### config.mk
export PLATFORM = sky130hd
export DESIGN_NAME = stream_frame_monitor
export DESIGN_NICKNAME = d
export VERILOG_FILES = /design/src/rtl/stream_frame_monitor_pkg.sv /design/src/rtl/stream_skid_buf.sv /design/src/rtl/stream_frame_monitor.sv
export SDC_FILE = /design/constraint.sdc
export NUM_CORES = 1
export LEC_CHECK = 0
export BUFFER_PORTS_ARGS = -buffer_cell sky130_fd_sc_hd__buf_2
export CAP_MARGIN = 20
export CORE_MARGIN = 2
export CORE_UTILIZATION = 30
export DETAILED_ROUTE_END_ITERATION = 7
export GPL_ROUTABILITY_DRIVEN = 0
export PLACE_DENSITY = 0.46
export RECOVER_POWER = 100
export REMOVE_ABC_BUFFERS = 1
export SYNTH_ARGS = -nofsm -noshare
export SYNTH_HDL_FRONTEND = slang
export SYNTH_SLANG_ARGS = --single-unit
### constraint.sdc
create_clock -name clk -period 18.9 [get_ports clk]
set_input_delay 3.78 -clock clk [delete_from_list [all_inputs] [get_ports clk]]
set_output_delay 3.78 -clock clk [all_outputs]
set_load 0.05 [all_outputs]
### src/rtl/stream_frame_monitor_pkg.sv
// Shared types, error-bit indices and byte-lane helpers for the stream frame monitor.
package stream_frame_monitor_pkg;

    typedef enum logic [0:0] {
        IDLE   = 1'b0,
        IN_PKT = 1'b1
    } chk_state_t;

    localparam int ERR_NO_EOP = 0;
    localparam int ERR_ORPHAN = 1;
    localparam int ERR_STRB   = 2;
    localparam int ERR_LONG   = 3;
    localparam int ERR_SHORT  = 4;
    localparam int ERR_W      = 5;

    // data(64) + strb(8) + sop + eop
    localparam int PAYLOAD_W  = 74;

    function automatic logic [3:0] popcount8(input logic [7:0] v);
        logic [3:0] c;
        c = 4'd0;
        for (int i = 0; i < 8; i++) begin
            c = c + {3'd0, v[i]};
        end
        return c;
    endfunction

    // True when the set bits form one run starting at bit 0 (an all-zero strobe also passes).
    function automatic logic strb_contig(input logic [7:0] v);
        return ((v & (v + 8'd1)) == 8'd0);
    endfunction

endpackage

### src/rtl/stream_skid_buf.sv
// Two-entry skid buffer: a registered output stage plus one overflow slot, with a registered ready.
module stream_skid_buf #(
    parameter int WIDTH = 74
) (
    input  logic             clk,
    input  logic             rst,
    input  logic [WIDTH-1:0] in_data,
    input  logic             in_valid,
    output logic             in_ready,
    output logic [WIDTH-1:0] out_data,
    output logic             out_valid,
    input  logic             out_ready
);

    logic [WIDTH-1:0] head_r;
    logic [WIDTH-1:0] skid_r;
    logic             head_vld_r;
    logic             skid_vld_r;
    logic             ready_r;

    logic [WIDTH-1:0] head_n_s;
    logic [WIDTH-1:0] skid_n_s;
    logic             head_vld_n_s;
    logic             skid_vld_n_s;
    logic             in_fire_s;
    logic             head_free_s;

    assign in_fire_s   = in_valid & ready_r;
    assign head_free_s = ~head_vld_r | out_ready;

    // Next-entry selection: the output stage refills from the skid slot first to keep order.
    always_comb begin
        head_n_s     = head_r;
        skid_n_s     = skid_r;
        head_vld_n_s = head_vld_r;
        skid_vld_n_s = skid_vld_r;
        if (head_free_s) begin
            if (skid_vld_r) begin
                head_n_s     = skid_r;
                head_vld_n_s = 1'b1;
                if (in_fire_s) begin
                    skid_n_s     = in_data;
                    skid_vld_n_s = 1'b1;
                end else begin
                    skid_vld_n_s = 1'b0;
                end
            end else if (in_fire_s) begin
                head_n_s     = in_data;
                head_vld_n_s = 1'b1;
            end else begin
                head_vld_n_s = 1'b0;
            end
        end else begin
            if (in_fire_s) begin
                skid_n_s     = in_data;
                skid_vld_n_s = 1'b1;
            end else begin
                skid_vld_n_s = skid_vld_r;
            end
        end
    end

    // Entry storage and ready register; ready drops only when both entries will be occupied.
    always_ff @(posedge clk or posedge rst) begin
        if (rst) begin
            head_r     <= {WIDTH{1'b0}};
            skid_r     <= {WIDTH{1'b0}};
            head_vld_r <= 1'b0;
            skid_vld_r <= 1'b0;
            ready_r    <= 1'b0;
        end else begin
            head_r     <= head_n_s;
            skid_r     <= skid_n_s;
            head_vld_r <= head_vld_n_s;
            skid_vld_r <= skid_vld_n_s;
            ready_r    <= ~(head_vld_n_s & skid_vld_n_s);
        end
    end

    assign in_ready  = ready_r;
    assign out_data  = head_r;
    assign out_valid = head_vld_r;

endmodule

### src/rtl/stream_frame_monitor.sv
// Passive packet-framing monitor on a 64-bit stream: forwards every beat through a skid buffer
// while tracking packet lengths, totals and sticky framing errors from accepted input beats.
module stream_frame_monitor
    import stream_frame_monitor_pkg::*;
#(
    parameter int MAX_PKT_BYTES = 9600,
    parameter int MIN_PKT_BYTES = 14
) (
    input  logic              clk,
    input  logic              rst,
    input  logic [63:0]       s_data,
    input  logic [7:0]        s_strb,
    input  logic              s_valid,
    input  logic              s_sop,
    input  logic              s_eop,
    output logic              s_ready,
    output logic [63:0]       m_data,
    output logic [7:0]        m_strb,
    output logic              m_valid,
    output logic              m_sop,
    output logic              m_eop,
    input  logic              m_ready,
    output logic [31:0]       pkt_count,
    output logic [47:0]       byte_count,
    output logic [15:0]       err_count,
    output logic [15:0]       last_len,
    output logic              len_valid,
    output logic [ERR_W-1:0]  err_flags,
    input  logic              clr_err
);

    localparam logic [15:0] MAX_LEN = 16'(MAX_PKT_BYTES);
    localparam logic [15:0] MIN_LEN = 16'(MIN_PKT_BYTES);

    logic [PAYLOAD_W-1:0] in_payload_s;
    logic [PAYLOAD_W-1:0] out_payload_s;

    assign in_payload_s = {s_data, s_strb, s_sop, s_eop};

    stream_skid_buf #(
        .WIDTH (PAYLOAD_W)
    ) u_skid (
        .clk       (clk),
        .rst       (rst),
        .in_data   (in_payload_s),
        .in_valid  (s_valid),
        .in_ready  (s_ready),
        .out_data  (out_payload_s),
        .out_valid (m_valid),
        .out_ready (m_ready)
    );

    assign m_data = out_payload_s[73:10];
    assign m_strb = out_payload_s[9:2];
    assign m_sop  = out_payload_s[1];
    assign m_eop  = out_payload_s[0];

    function automatic logic [ERR_W-1:0] len_errs(input logic [15:0] len);
        logic [ERR_W-1:0] e;
        e = {ERR_W{1'b0}};
        if (len > MAX_LEN) begin
            e[ERR_LONG] = 1'b1;
        end else if (len < MIN_LEN) begin
            e[ERR_SHORT] = 1'b1;
        end else begin
            e = {ERR_W{1'b0}};
        end
        return e;
    endfunction

    chk_state_t       state_r;
    logic [15:0]      acc_r;
    logic [31:0]      pkt_count_r;
    logic [47:0]      byte_count_r;
    logic [15:0]      err_count_r;
    logic [15:0]      last_len_r;
    logic             len_valid_r;
    logic [ERR_W-1:0] err_flags_r;

    logic             in_fire_s;
    logic [3:0]       beat_bytes_s;
    logic [15:0]      beat_len_s;
    logic [16:0]      sum_wide_s;
    logic [15:0]      sum_sat_s;
    logic             strb_bad_s;

    assign in_fire_s    = s_valid & s_ready;
    assign beat_bytes_s = popcount8(s_strb);
    assign beat_len_s   = {12'd0, beat_bytes_s};
    assign sum_wide_s   = {1'b0, acc_r} + {13'd0, beat_bytes_s};
    assign sum_sat_s    = sum_wide_s[16] ? 16'hFFFF : sum_wide_s[15:0];
    assign strb_bad_s   = ~strb_contig(s_strb) | (~s_eop & (s_strb != 8'hFF)) | (s_strb == 8'h00);

    // close_a ends the packet in progress; close_b ends a packet that starts and stops on this beat.
    chk_state_t       state_n_s;
    logic [15:0]      acc_n_s;
    logic             close_a_s;
    logic [15:0]      len_a_s;
    logic             close_b_s;
    logic [15:0]      len_b_s;
    logic [3:0]       byte_add_s;
    logic [ERR_W-1:0] frame_err_s;
    logic [ERR_W-1:0] beat_err_s;
    logic [1:0]       done_cnt_s;

    // Framing decisions for the beat being accepted this cycle.
    always_comb begin
        state_n_s   = state_r;
        acc_n_s     = acc_r;
        close_a_s   = 1'b0;
        len_a_s     = acc_r;
        close_b_s   = 1'b0;
        len_b_s     = beat_len_s;
        byte_add_s  = 4'd0;
        frame_err_s = {ERR_W{1'b0}};
        if (in_fire_s) begin
            frame_err_s[ERR_STRB] = strb_bad_s;
            case (state_r)
                IDLE: begin
                    if (s_sop) begin
                        byte_add_s = beat_bytes_s;
                        if (s_eop) begin
                            close_b_s = 1'b1;
                        end else begin
                            state_n_s = IN_PKT;
                            acc_n_s   = beat_len_s;
                        end
                    end else begin
                        frame_err_s[ERR_ORPHAN] = 1'b1;
                    end
                end
                IN_PKT: begin
                    byte_add_s = beat_bytes_s;
                    if (s_sop) begin
                        frame_err_s[ERR_NO_EOP] = 1'b1;
                        close_a_s = 1'b1;
                        len_a_s   = acc_r;
                        if (s_eop) begin
                            close_b_s = 1'b1;
                            state_n_s = IDLE;
                        end else begin
                            acc_n_s = beat_len_s;
                        end
                    end else if (s_eop) begin
                        close_a_s = 1'b1;
                        len_a_s   = sum_sat_s;
                        state_n_s = IDLE;
                    end else begin
                        acc_n_s = sum_sat_s;
                    end
                end
                default: begin
                    state_n_s = IDLE;
                end
            endcase
        end else begin
            state_n_s = state_r;
        end
    end

    assign beat_err_s = frame_err_s
                      | (close_a_s ? len_errs(len_a_s) : {ERR_W{1'b0}})
                      | (close_b_s ? len_errs(len_b_s) : {ERR_W{1'b0}});
    assign done_cnt_s = {1'b0, close_a_s} + {1'b0, close_b_s};

    // Checker state, running totals and sticky error flags.
    always_ff @(posedge clk or posedge rst) begin
        if (rst) begin
            state_r      <= IDLE;
            acc_r        <= 16'd0;
            pkt_count_r  <= 32'd0;
            byte_count_r <= 48'd0;
            err_count_r  <= 16'd0;
            last_len_r   <= 16'd0;
            len_valid_r  <= 1'b0;
            err_flags_r  <= {ERR_W{1'b0}};
        end else begin
            state_r      <= state_n_s;
            acc_r        <= acc_n_s;
            len_valid_r  <= close_a_s | close_b_s;
            pkt_count_r  <= pkt_count_r + {30'd0, done_cnt_s};
            byte_count_r <= byte_count_r + {44'd0, byte_add_s};
            err_flags_r  <= (clr_err ? {ERR_W{1'b0}} : err_flags_r) | beat_err_s;
            if (close_a_s | close_b_s) begin
                last_len_r <= close_b_s ? len_b_s : len_a_s;
            end
            if ((|beat_err_s) && (err_count_r != 16'hFFFF)) begin
                err_count_r <= err_count_r + 16'd1;
            end
        end
    end

    assign pkt_count  = pkt_count_r;
    assign byte_count = byte_count_r;
    assign err_count  = err_count_r;
    assign last_len   = last_len_r;
    assign len_valid  = len_valid_r;
    assign err_flags  = err_flags_r;

endmodule

==> impl_metrics.env <==
export IMPL_worstRegToRegCells=5
export IMPL_drive_above_1_share_pct=13.99
export IMPL_cts_made_buffers=35
export IMPL_violations="capacitance limit, slew limit"
export IMPL_ys_ff_latch=286
export IMPL_fin_nets=1591
export IMPL_final_antenna_net_count=0
export IMPL_gr_total_overflow=0
export IMPL_dr_wl_met3_microns=2892
export IMPL_grt_max_degree=108
export IMPL_skew_ns=0.01360
export IMPL_wl_met2_microns=15550
export IMPL_switching_share_pct=43.27
export IMPL_area_growth_pct=20.68
export IMPL_p_leak_uw=0.006989
export IMPL_hold_class="reg2reg"
export IMPL_combPwrFrac_pct=40.0
export IMPL_synth_area_leaders="dfrtp_1 (54%), mux2i_1 (5.7%), mux2_2 (5.7%)"
export IMPL_endpoint="u_skid.skid_r[20]"
export IMPL_coreArea_sq_um=44030
export IMPL_yosysMostFrequentCell="dfrtp_1"
export IMPL_yosysUniqueCellTypes=71
export IMPL_grt_pass1_vias=9835
export IMPL_end_kind="async pin"
export IMPL_timing_hold_ws_ns=0.4723
export IMPL_seqPwrFrac_pct=35.2
export IMPL_r2r_setup_slack_ns=12.49
export IMPL_status="finished, violations left"
export IMPL_syn_inst=1232
export IMPL_path_clk_slew_ns=0.06
export IMPL_synth_main_ff_cell="dfrtp_1"
export IMPL_fillCellCount=4538
export IMPL_timing_slew_headroom_pct=-227.5
export IMPL_p_clk_share_pct=24.8
export IMPL_io_pins=273
export IMPL_track_usage_pct=15.89
export IMPL_yosys_top_cells_count="dfrtp_1 (286), nand2_1 (156), o21ai_0 (108)"
export IMPL_async_flop_share_pct=100.0
export IMPL_drc=0
export IMPL_crit_type="in2async"
export IMPL_cts_resized=0
export IMPL_dr_pass1_iters=5
export IMPL_antenna_found_initial=3
export IMPL_cp_slowest_cell="clkbuf_1"
export IMPL_dp_slack_ns=9.058
export IMPL_fin_util_pct=36.53
export IMPL_worstPathRequired_ns=18.91
export IMPL_finalCriticalPeriod_ns=11.57
export IMPL_setup_ws_ns=7.334
export IMPL_start_util_pct=30.27
export IMPL_avgViaCountPerCell=4.786
export IMPL_intPower_uw=1523
export IMPL_dieHeight_microns=214.8
export IMPL_p_switching_uw=1161
export IMPL_setup_viol=0
export IMPL_syn_area_sq_um=13330
export IMPL_crit_fanout=107
export IMPL_num_rows=77
export IMPL_vias=10100
export IMPL_final_setup_tns_ns=0
export IMPL_worstPathArrival_ns=11.57
export IMPL_post_cts_setup_buffers=0
export IMPL_cp_cell_sequence="buf_2, clkinvlp_2, clkbuf_1, clkbuf_1"
export IMPL_insertion_delay_ns=0.53
export IMPL_cp_startpoint="rst"
export IMPL_synth_area_leader_cell="dfrtp_1"
export IMPL_cts_tree="built"
export IMPL_dp_hpwl_microns=25610
export IMPL_netlist_area_leader_share_pct=53.70
export IMPL_power_density_nw_per_um2=166.8
export IMPL_maxSlewViolCount=543
export IMPL_ctsHoldBuffers=0
export IMPL_die_x_microns=214.8
export IMPL_start_kind="input pin"
export IMPL_synth_edf_count=0
export IMPL_routed_top_layer="met4"
export IMPL_max_stage_delay_ns=2.72
export IMPL_htree_levels=2
export IMPL_wirelength_microns=36510
export IMPL_worst_pin_slew_ns=4.885
export IMPL_ys_warn_count=0
export IMPL_rr_endpoint="u_skid.out_data[27]"
export IMPL_ir_drop_uv=67.36
export IMPL_wl_met1_microns=17260
export IMPL_rsz0062_at_grt="false"
export IMPL_drv_cap=9
export IMPL_die_area_sq_um=46130
export IMPL_fmax_mhz=86.46
export IMPL_register_area_sq_um=7161
export IMPL_wl_per_cell_microns=17.30
export IMPL_min_period_over_period_pct=61.20
export IMPL_synth_avg_cell_area_sq_um=10.82
export IMPL_drt_iter0_markers=716
export IMPL_clk_path_buf_depth=3
export IMPL_min_path_cells=1
export IMPL_cts_sinks=286
export IMPL_place_port_buffers=272
export IMPL_multi_input_area_sq_um=5719
export IMPL_seq_area_frac_synth_pct=53.70
export IMPL_grt_pass1_wl_microns=58660
export IMPL_cts_root_buf="clkbuf_16"
export IMPL_reg2reg_from="u_skid.in_ready"
export IMPL_hold_viol_final=0
export IMPL_crit_top_cell="clkbuf_1"
[cells in the final DEF, fill, tap and decap left out, types with 7 or more instances in the layout]
| master | netlist | routed |
|---|---|---|
| xor2_1 | 17 | 17 |
| clkbuf_16 | 0 | 36 |
| nand2_1 | 156 | 156 |
| nor4_1 | 8 | 8 |
| dfrtp_1 | 286 | 285 |
| clkbuf_1 | 40 | 215 |
| o21ai_0 | 108 | 109 |
| and3_1 | 31 | 31 |
| ha_1 | 16 | 16 |
| buf_2 | 10 | 75 |
| nand3_1 | 45 | 45 |
| a21oi_1 | 31 | 31 |
| nor3_1 | 19 | 20 |
| xnor2_1 | 77 | 77 |
| mux2_2 | 67 | 67 |
| nand4_1 | 21 | 21 |
| fa_1 | 7 | 7 |
| o211ai_1 | 8 | 8 |
| nor2_1 | 53 | 53 |
| a31oi_1 | 8 | 9 |
| mux2i_1 | 76 | 76 |
| inv_1 | 43 | 42 |
[stage by stage]
step                instances  total power (uW)  cell area, sq um
floorplan                1172              1803             13080
global placement         2043              2049             15270
detailed placement       2043              2065             15270
CTS                      2106              2748             16400
global route             2108              2855             16080
finish                   2110              2684             16080
[layer usage]
| metal | GRT usage, % | up-vias |
|---|---|---|
| met5 | 0 | - |
| met3 | 4.784 | 64 |
| li1 | - | 4817 |
| met1 | 22.69 | 4911 |
| met4 | 4.861 | 0 |
| met2 | 23.05 | 306 |
[state kept, by name (all words and copies together), names as in the netlist, 5 cells and up]
name / count
byte_count: 48
u_skid.out_data: 74
err_count: 16
last_len: 16
err_flags: 5
u_skid.skid_r: 74
acc_r: 16
pkt_count: 32
[how the worst min path moves through the flow]
stage,start,to,slack (ns)
2_1_floorplan,u_skid.skid_r[0],u_skid.skid_r[0],0.45
3_3_place_gp,pkt_count[31],pkt_count[31],0.46
3_5_place_dp,pkt_count[31],pkt_count[31],0.46
4_1_cts,pkt_count[31],pkt_count[31],0.48
5_1_grt,u_skid.out_data[12],u_skid.out_data[12],0.49
6_report,byte_count[47],byte_count[47],0.47
[kinds of logic after synthesis]
kind of cell             share of synthesized area [%]
AO/OA/AOI/OAI                                    9.519
multiplexers                                     11.45
flip-flops                                       53.70
AND/OR/NAND/NOR                                  13.45
XOR/XNOR                                         6.177
adder cells (fa/ha/maj)                          2.553
buffers and inverters                            3.145
[critical path: cells and delay by family]
family / cells / cell delay, ns
buffers and inverters: 4 / 7.71
[area by class of cell]
type                            count  area share [%]
Inverter                           45           1.058
Clock buffer                       53           6.309
Sequential cell                   286           44.52
Clock inverter                     10          0.7390
Tap cell                          592           4.605
Antenna cell                        3         0.04667
Multi-Input combinational cell    841           35.56
Timing Repair Buffer              280           7.165
[power groups by stage]
stage	logic (uW)	clock network [uW]	registers, uW
floorplan	475	0	1330
global placement	1100	0	944
detailed placement	1110	0	953
CTS	1110	691	943
global route	1160	717	973
finish	1070	667	944
(Power assumes the default switching activity.)
